--- config.mk ---
export PLATFORM = sky130hd
export DESIGN_NAME = serial_subtractor_flat
export DESIGN_NICKNAME = d
export VERILOG_FILES = /design/src/rtl/serial_subtractor_if.sv /design/src/rtl/serial_subtractor.sv /design/src/flat_wrapper.sv
export SDC_FILE = /design/constraint.sdc
export NUM_CORES = 1
export LEC_CHECK = 0
export ABC_AREA = 1
export CAP_MARGIN = 20
export CORE_MARGIN = 2
export CORE_UTILIZATION = 51
export DETAILED_ROUTE_END_ITERATION = 16
export PLACE_DENSITY_LB_ADDON = 0.1
export SYNTH_ARGS = -nofsm -noshare
export SYNTH_HDL_FRONTEND = slang
export SYNTH_SLANG_ARGS = --single-unit
--- constraint.sdc ---
create_clock -name clk -period 1.73 [get_ports clk]
set_clock_uncertainty 0.2 [all_clocks]
set_input_delay 0.519 -clock clk [delete_from_list [all_inputs] [get_ports clk]]
set_output_delay 0.519 -clock clk [all_outputs]
set_load 0.01 [all_outputs]
--- src/rtl/serial_subtractor_if.sv ---
`default_nettype none
// ============================================================================
// Module   : serial_subtractor_if
// Purpose  : Start/done handshake and operand/result bus for serial_subtractor.
// Ports    : start, a, b           - request and operands (master -> slave)
//            busy, done, diff,     - status and result   (slave -> master)
//            borrow_out, ovf
//            ovf exists only when SERIAL_SUB_OVF_EN is defined.
// Revision : 1.0 - initial release
// ============================================================================
interface serial_subtractor_if #(
  parameter int WIDTH = 8
);
  logic             start;
  logic [WIDTH-1:0] a;
  logic [WIDTH-1:0] b;
  logic             busy;
  logic             done;
  logic [WIDTH-1:0] diff;
  logic             borrow_out;
`ifdef SERIAL_SUB_OVF_EN
  logic             ovf;
`endif

  modport master (
    output start, a, b,
    input  busy, done, diff, borrow_out
`ifdef SERIAL_SUB_OVF_EN
    , input ovf
`endif
  );

  modport slave (
    input  start, a, b,
    output busy, done, diff, borrow_out
`ifdef SERIAL_SUB_OVF_EN
    , output ovf
`endif
  );
endinterface
`default_nettype wire

--- src/rtl/serial_subtractor.sv ---
`default_nettype none
// ============================================================================
// Module   : serial_subtractor
// Purpose  : Bit-serial WIDTH-bit subtractor computing a - b, LSB first, one
//            bit per clock, wrapped in a start/done handshake.
// Ports    : clk  - rising-edge clock
//            rst  - synchronous active-high reset
//            bus  - serial_subtractor_if.slave (start, a, b in;
//                   busy, done, diff, borrow_out [, ovf] out)
// Macro    : SERIAL_SUB_OVF_EN - adds the signed-overflow output ovf.
// Revision : 1.0 - initial release
// ============================================================================
module serial_subtractor #(
  parameter int WIDTH = 8
) (
  input  wire logic          clk,
  input  wire logic          rst,
  serial_subtractor_if.slave bus
);

  localparam int CNT_W = $clog2(WIDTH) + 1;

  typedef enum logic [1:0] {
    IDLE = 2'd0,
    RUN  = 2'd1,
    DONE = 2'd2
  } state_t;

  state_t state;
  state_t state_next;

  logic [WIDTH-1:0] a_sh;
  logic [WIDTH-1:0] b_sh;
  // Holds the WIDTH-1 most recent difference bits; the bit of the current
  // cycle completes the word, so no bit of the register is ever discarded.
  logic [WIDTH-2:0] res_sh;
  logic [WIDTH-1:0] res_next;
  logic [CNT_W-1:0] cnt;
  logic             bin;

  logic [WIDTH-1:0] diff_reg;
  logic             borrow_reg;
  logic             busy_reg;
  logic             done_reg;

  logic ai;
  logic bi;
  logic d;
  logic bnext;
  logic last_bit;

  // Full-subtractor cell on the operand LSBs.
  assign ai       = a_sh[0];
  assign bi       = b_sh[0];
  assign d        = ai ^ bi ^ bin;
  assign bnext    = (~ai & bi) | (~(ai ^ bi) & bin);
  assign res_next = {d, res_sh};
  assign last_bit = (cnt == CNT_W'(WIDTH - 1));

  // --------------------------------------------------------------------------
  // State register
  // --------------------------------------------------------------------------
  always_ff @(posedge clk) begin
    if (rst) begin
      state <= IDLE;
    end else begin
      state <= state_next;
    end
  end

  // --------------------------------------------------------------------------
  // Next-state logic
  // --------------------------------------------------------------------------
  always_comb begin
    state_next = state;
    case (state)
      IDLE:    if (bus.start) state_next = RUN;
      RUN:     if (last_bit)  state_next = DONE;
      DONE:    state_next = IDLE;
      default: state_next = IDLE;
    endcase
  end

  // --------------------------------------------------------------------------
  // Datapath and registered outputs
  // --------------------------------------------------------------------------
  always_ff @(posedge clk) begin
    if (rst) begin
      a_sh       <= '0;
      b_sh       <= '0;
      res_sh     <= '0;
      cnt        <= '0;
      bin        <= 1'b0;
      diff_reg   <= '0;
      borrow_reg <= 1'b0;
      busy_reg   <= 1'b0;
      done_reg   <= 1'b0;
    end else begin
      // busy/done are registered copies of the state being entered.
      busy_reg <= (state_next != IDLE);
      done_reg <= (state_next == DONE);
      case (state)
        IDLE: begin
          if (bus.start) begin
            a_sh   <= bus.a;
            b_sh   <= bus.b;
            res_sh <= '0;
            cnt    <= '0;
            bin    <= 1'b0;
          end
        end
        RUN: begin
          a_sh   <= a_sh >> 1;
          b_sh   <= b_sh >> 1;
          res_sh <= res_next[WIDTH-1:1];
          bin    <= bnext;
          cnt    <= cnt + CNT_W'(1);
          if (last_bit) begin
            diff_reg   <= res_next;
            borrow_reg <= bnext;
          end
        end
        default: ;
      endcase
    end
  end

`ifdef SERIAL_SUB_OVF_EN
  // On the final bit the operand LSBs are the original operand MSBs and d is
  // the result MSB, so overflow needs no separate latch.
  logic ovf_reg;

  always_ff @(posedge clk) begin
    if (rst) begin
      ovf_reg <= 1'b0;
    end else if (state == RUN && last_bit) begin
      ovf_reg <= (ai ^ bi) & (d ^ ai);
    end
  end

  assign bus.ovf = ovf_reg;
`endif

  assign bus.busy       = busy_reg;
  assign bus.done       = done_reg;
  assign bus.diff       = diff_reg;
  assign bus.borrow_out = borrow_reg;

endmodule
`default_nettype wire

--- src/flat_wrapper.sv ---
// flat-port wrapper written by rule: the top's interface ports become plain ports
module serial_subtractor_flat 
#(
  parameter int WIDTH = 8
)
  (clk, rst, bus_start, bus_a, bus_b, bus_busy, bus_done, bus_diff, bus_borrow_out);
  serial_subtractor_if #(.WIDTH(WIDTH)) bus_i ();
  input  wire logic clk;
  input  wire logic rst;
  input wire logic [$bits(bus_i.start)-1:0] bus_start;
  input wire logic [$bits(bus_i.a)-1:0] bus_a;
  input wire logic [$bits(bus_i.b)-1:0] bus_b;
  output wire logic [$bits(bus_i.busy)-1:0] bus_busy;
  output wire logic [$bits(bus_i.done)-1:0] bus_done;
  output wire logic [$bits(bus_i.diff)-1:0] bus_diff;
  output wire logic [$bits(bus_i.borrow_out)-1:0] bus_borrow_out;
  assign bus_i.start = bus_start;
  assign bus_i.a = bus_a;
  assign bus_i.b = bus_b;
  assign bus_busy = bus_i.busy;
  assign bus_done = bus_i.done;
  assign bus_diff = bus_i.diff;
  assign bus_borrow_out = bus_i.borrow_out;
  serial_subtractor #(.WIDTH(WIDTH)) u_core (.clk(clk), .rst(rst), .bus(bus_i));
endmodule
# After elaboration in Yosys (flattened, before gate mapping)
# Index checks and enable logic that the tools add are counted.
totals:
  ff_bits: 41
  latch_bits: 0
  mem_bits_rw: 0
  mem_bits_ro: 0
  input_bits: 19
  output_inout_bits: 11
  word_cells: 40
  n_memories: 0
op_classes:
  addsub: 1
  multipliers: 0
  div_mod_pow: 0
  n_lt_le_gt_ge: 0
  n_eq_ne: 4
  shifts: 0
  n_mux: 13
  bitwise: 7
  reduce_logical: 5
ops:
  columns: ["operator", "n"]
  rows:
  - ["$pmux W8 S2", 2]
  - ["$mux W8", 2]
  - ["$pmux W7 S2", 1]
  - ["$pmux W4 S2", 1]
  - ["$mux W7", 1]
  - ["$add A4 B1 Y4 const B", 1]
  - ["$eq A4 B3 Y1 const B", 1]
  - ["$mux W2", 2]
  - ["$mux W4", 1]
  - ["$pmux W2 S2", 1]
  - ["$reduce_and A2 Y1", 2]
  - ["$reduce_bool A2 Y1", 2]
  - ["$and A1 B1 Y1", 2]
  - ["$eq A2 B1 Y1 const B", 1]
  - ["$eq A2 B2 Y1 const B", 1]
  - ["$logic_not A2 Y1", 1]
  - ["$ne A2 B2 Y1 const B", 1]
  - ["$not A1 Y1", 2]
  - ["$pmux W1 S2", 1]
  - ["$xor A1 B1 Y1", 2]
  - ["$mux W1", 1]
  - ["$or A1 B1 Y1", 1]

# Depth between registers and ports, before layout
depth:
  ltp_word: 5
  ltp_mapped: 7
  mapped_depth_nobuf: 7

# Worst setup path before layout
# No wires, ideal clock.
synth_path:
  kind: "input to register"
  startpoint: "input port bus_start"
  endpoint: "register u_core.a_sh[4]"
  setup_time_ns: 0.056
  arrival_time_ns: 1.200
  t_required_ns: 1.474
  slack_ns: 0.274
  cell_stages: 6
  path_buffers: 2
  path_cell_list: "clkbuf_2 clkbuf_1 nand3_1 nand3_1 nand2_1 inv_1"
synth_between:
  elab_chain_cells: 2
synth_lines:
  columns: ["item", "line_no", "rtl"]
  rows:
  - ["start, declared", "flat_wrapper.sv:10", "input wire logic [$bits(bus_i.start)-1:0] bus_start;"]
  - ["$ne A2 B2 Y1 (no source line)", null, null]
  - ["$reduce_and A2 Y1 (no source line)", null, null]
  - ["end signal, assigned", "serial_subtractor.sv:105", "a_sh <= bus.a;"]
  - ["end signal, assigned", "serial_subtractor.sv:113", "a_sh <= a_sh >> 1;"]
  - ["end, declared", "serial_subtractor.sv:32", "logic [WIDTH-1:0] a_sh;"]
# No other way between the ends.
# A chain may end at the register's enable or synchronous reset.

# Final worst setup path
layout_path:
  startpoint: "register u_core.diff_reg[7], in the netlist u_core.bus.diff[7]"
  endpoint: "output port bus_diff[7]"
layout_lines:
  columns: ["item", "line_no", "rtl"]
  rows:
  - ["start, declared", "serial_subtractor.sv:41", "logic [WIDTH-1:0] diff_reg;"]
  - ["start signal, assigned", "serial_subtractor.sv:119", "diff_reg <= res_next;"]
  - ["end, declared", "flat_wrapper.sv:15", "output wire logic [$bits(bus_i.diff)-1:0] bus_diff;"]
# No word-level cell between the ends.

==> impl_metrics.py <==
metrics = {
    "status": {
        "status": "finished clean",
    },
    "timing": {
        "slew_violations": 0,
        "finalSetupTns_ps": 0,
        "fmax_ghz": 0.601,
        "finalCritPeriodShare": 0.961,
        "worst_slew_pin_slew_ps": 419,
        "slew_headroom": 0.720,
        "setup_slack_ps": 66.9,
        "min_period_ps": 1660,
        "hold_violations": 0,
        "final-setup-viol-count": 0,
        "rsz0062_at_grt": "false",
    },
    "clocking": {
        "post-cts-setup-buffers": 0,
        "cts_resized": 11,
        "cts-buffers-inserted": 5,
        "cts_hold_buf": 0,
        "clkSinkCount": 41,
        "htreeDepth": 2,
        "clk_path_buf_depth": 2,
        "cts_tree": "built",
        "clock_latency_ps": 360,
        "root_buffer": "clkbuf_4",
        "cts.clk_slew.worst_paths_ps": 120,
    },
    "worst_setup_path": {
        "path_class": "reg2out",
        "cp_max_fo": 2,
        "r2r_end": "u_core.bus.diff[6]$_SDFFE_PP0P_",
        "cp.arrival_ps": 940,
        "worstRegToRegCells": 6,
        "rr_startpoint": "u_core.cnt[1]$_SDFFE_PP0P_",
        "cp_top_family": "flip-flops",
        "critPathMaxStageDelay_ps": 360,
        "slowest_stage": "dfxtp_1",
        "required_ps": 1010,
        "cp.depth": 1,
        "cp-end-kind": "output pin",
        "cp_num_buf_inv": 1,
        "path_cells": "clkdlybuf4s15_1",
        "start_kind": "register",
        "r2r_setup_slack_ps": 140,
    },
    "placement": {
        "dpl_cell_area_mm2": 0.00208,
        "gp_congestion": 0.741,
        "dp_cells": 313,
        "dp_hpwl_um": 2400,
        "portBuffers": 29,
        "dp_slack_ps": -126,
    },
    "global_route": {
        "grt_pass1_vias": 1278,
        "grt_max_degree": 28,
        "grt_antenna_before_repair": 0,
        "grt_pass1_wl_um": 5460,
        "grt_overflow_total": 0,
        "grt_util_all_layers": 0.198,
    },
    "floorplanning": {
        "start_util": 0.523,
        "die_w_um": 62.1,
        "core_area_mm2": 0.00328,
        "io_pins": 30,
        "die-area_mm2": 0.00385,
        "rows": 21,
        "die_h_um": 62.1,
    },
    "route": {
        "drtPass1Iterations": 4,
        "drt-initial-drc-count": 86,
        "drt-vias-per-instance": 4.89,
        "wl_per_cell_um": 11.1,
        "drt-total-wl_um": 3580,
        "drcViolationCount": 0,
        "antenna_left": 0,
        "dr_total_vias": 1571,
    },
    "cells_and_area": {
        "stdcell_area_mm2": 0.00215,
        "fin_nets": 295,
        "fin_cells": 321,
        "utilization": 0.653,
        "n_antenna_cell": 0,
        "final_common_cell": "nand2_1",
        "seq_area_um2": 821,
        "layout-drive-gt1-share": 0.0873,
        "multiInputGateArea_um2": 736,
        "fillers": 317,
        "synthToLayoutAreaGrowth_pct": 24.8,
        "final_cell_mix": "nand2_1 (69), nand3_1 (44), dfxtp_1 (41)",
    },
    "logic_synthesis": {
        "ys_seq_elements": 41,
        "synth_compound_area_frac": 0.0728,
        "synth_top_family_by_area": "simple AND/OR/NAND/NOR gates",
        "synth-xor-area-share": 0,
        "synthSimpleGateAreaFrac": 0.336,
        "synthCells": 243,
        "ys_types": 18,
        "netlist_area_mm2": 0.00172,
        "synthAdderAreaFrac": 0.0189,
        "synth.area.mux_share": 0,
        "ys_warn_count": 0,
        "syn_nets": 264,
        "synth_area_per_cell_um2": 7.07,
        "ys_seq_area_frac": 0.477,
    },
    "hold_path": {
        "hold_class": "reg2reg",
        "hold_end": "u_core.bus.diff[5]$_SDFFE_PP0P_",
        "hp-start": "u_core.bus.diff[5]$_SDFFE_PP0P_",
        "min_path_cells": 2,
    },
    "power_and_ir_drop": {
        "switchingPower_mw": 0.433,
        "p_clk_frac": 0.352,
        "internal_power_mw": 1.41,
        "seqPwrFrac": 0.536,
        "power_density_mw_per_mm2": 861,
        "pwr-share-comb": 0.112,
        "peakVddDrop_uv": 592,
        "leakage_nw": 0.941,
        "swShare": 0.234,
    },
    "job": {
        "drv_cap": 0,
    },
}
==> through the flow <==
stage | hold WS [ps] | power, mW
2_1_floorplan | 240 | 1.13
3_5_place_dp | 256 | 1.22
3_3_place_gp | 250 | 1.22
5_1_grt | 296 | 1.93
4_1_cts | 270 | 1.86
6_report | 270 | 1.85
==> worst max-delay path by stage <==
| stage | startpoint | endpoint | slack [ps] |
|---|---|---|---|
| after floorplan | bus_start | u_core.a_sh[4]$_SDFFE_PP0P_ | 270 |
| final | u_core.bus.diff[7]$_SDFFE_PP0P_ | bus_diff[7] | 70 |
| after global placement | rst | u_core.cnt[2]$_SDFFE_PP0P_ | -90 |
| after global routing | u_core.cnt[0]$_SDFFE_PP0P_ | u_core.bus.diff[6]$_SDFFE_PP0P_ | 2 |
| after CTS | u_core.bus.diff[6]$_SDFFE_PP0P_ | bus_diff[6] | 20 |
| after detailed placement | rst | u_core.cnt[2]$_SDFFE_PP0P_ | -130 |
==> Yosys cell counts <==
cell type,number,area (um^2)
nand2_1,69,259
nand3_1,44,220
dfxtp_1,41,821
a21oi_1,23,115
inv_1,23,86.3
nor2_1,20,75.1
buf_2,9,45.0
clkbuf_1,2,7.51
inv_2,2,7.51
o21ai_0,2,10.0
buf_1,1,3.75
buf_4,1,7.51
clkbuf_2,1,5.00
fa_1,1,20.0
ha_1,1,12.5
nand2_2,1,6.26
nor2_2,1,6.26
nor2_4,1,11.3
==> logic make-up (layout without fill, tap and decap cells) <==
logic type,after synthesis,in the layout
AO/OA/AOI/OAI,25,25
adder cells (fa/ha/maj),2,2
buffers and inverters,39,71
flip-flops,41,41
AND/OR/NAND/NOR,136,136
==> power by group through the flow <==
stage / clock, mW / combinational [mW] / sequential (mW)
global route: 0.703 / 0.233 / 0.994
detailed placement: 0 / 0.209 / 1.01
CTS: 0.662 / 0.209 / 0.991
global placement: 0 / 0.207 / 1.01
finish: 0.650 / 0.206 / 0.990
floorplan: 0 / 0.123 / 1.01
==> layout make-up <==
cell class | instances | area share
inverter | 25 | 0.0437
timing repair buffer | 38 | 0.164
multi-input combinational | 163 | 0.343
clock buffer | 7 | 0.0257
tap | 46 | 0.0268
clock inverter | 1 | 0.0140
sequential | 41 | 0.383
==> routing by layer <==
| metal | part of all wire | wire [um] | GRT usage |
|---|---|---|---|
| met1 | 0.47 | 1690 | 0.236 |
| met2 | 0.48 | 1700 | 0.326 |
| met3 | 0.039 | 141 | 0.0683 |
| met4 | 0.012 | 42 | 0.0821 |
| met5 | 0 | 0 | 0 |
(Power assumes the default switching activity.)
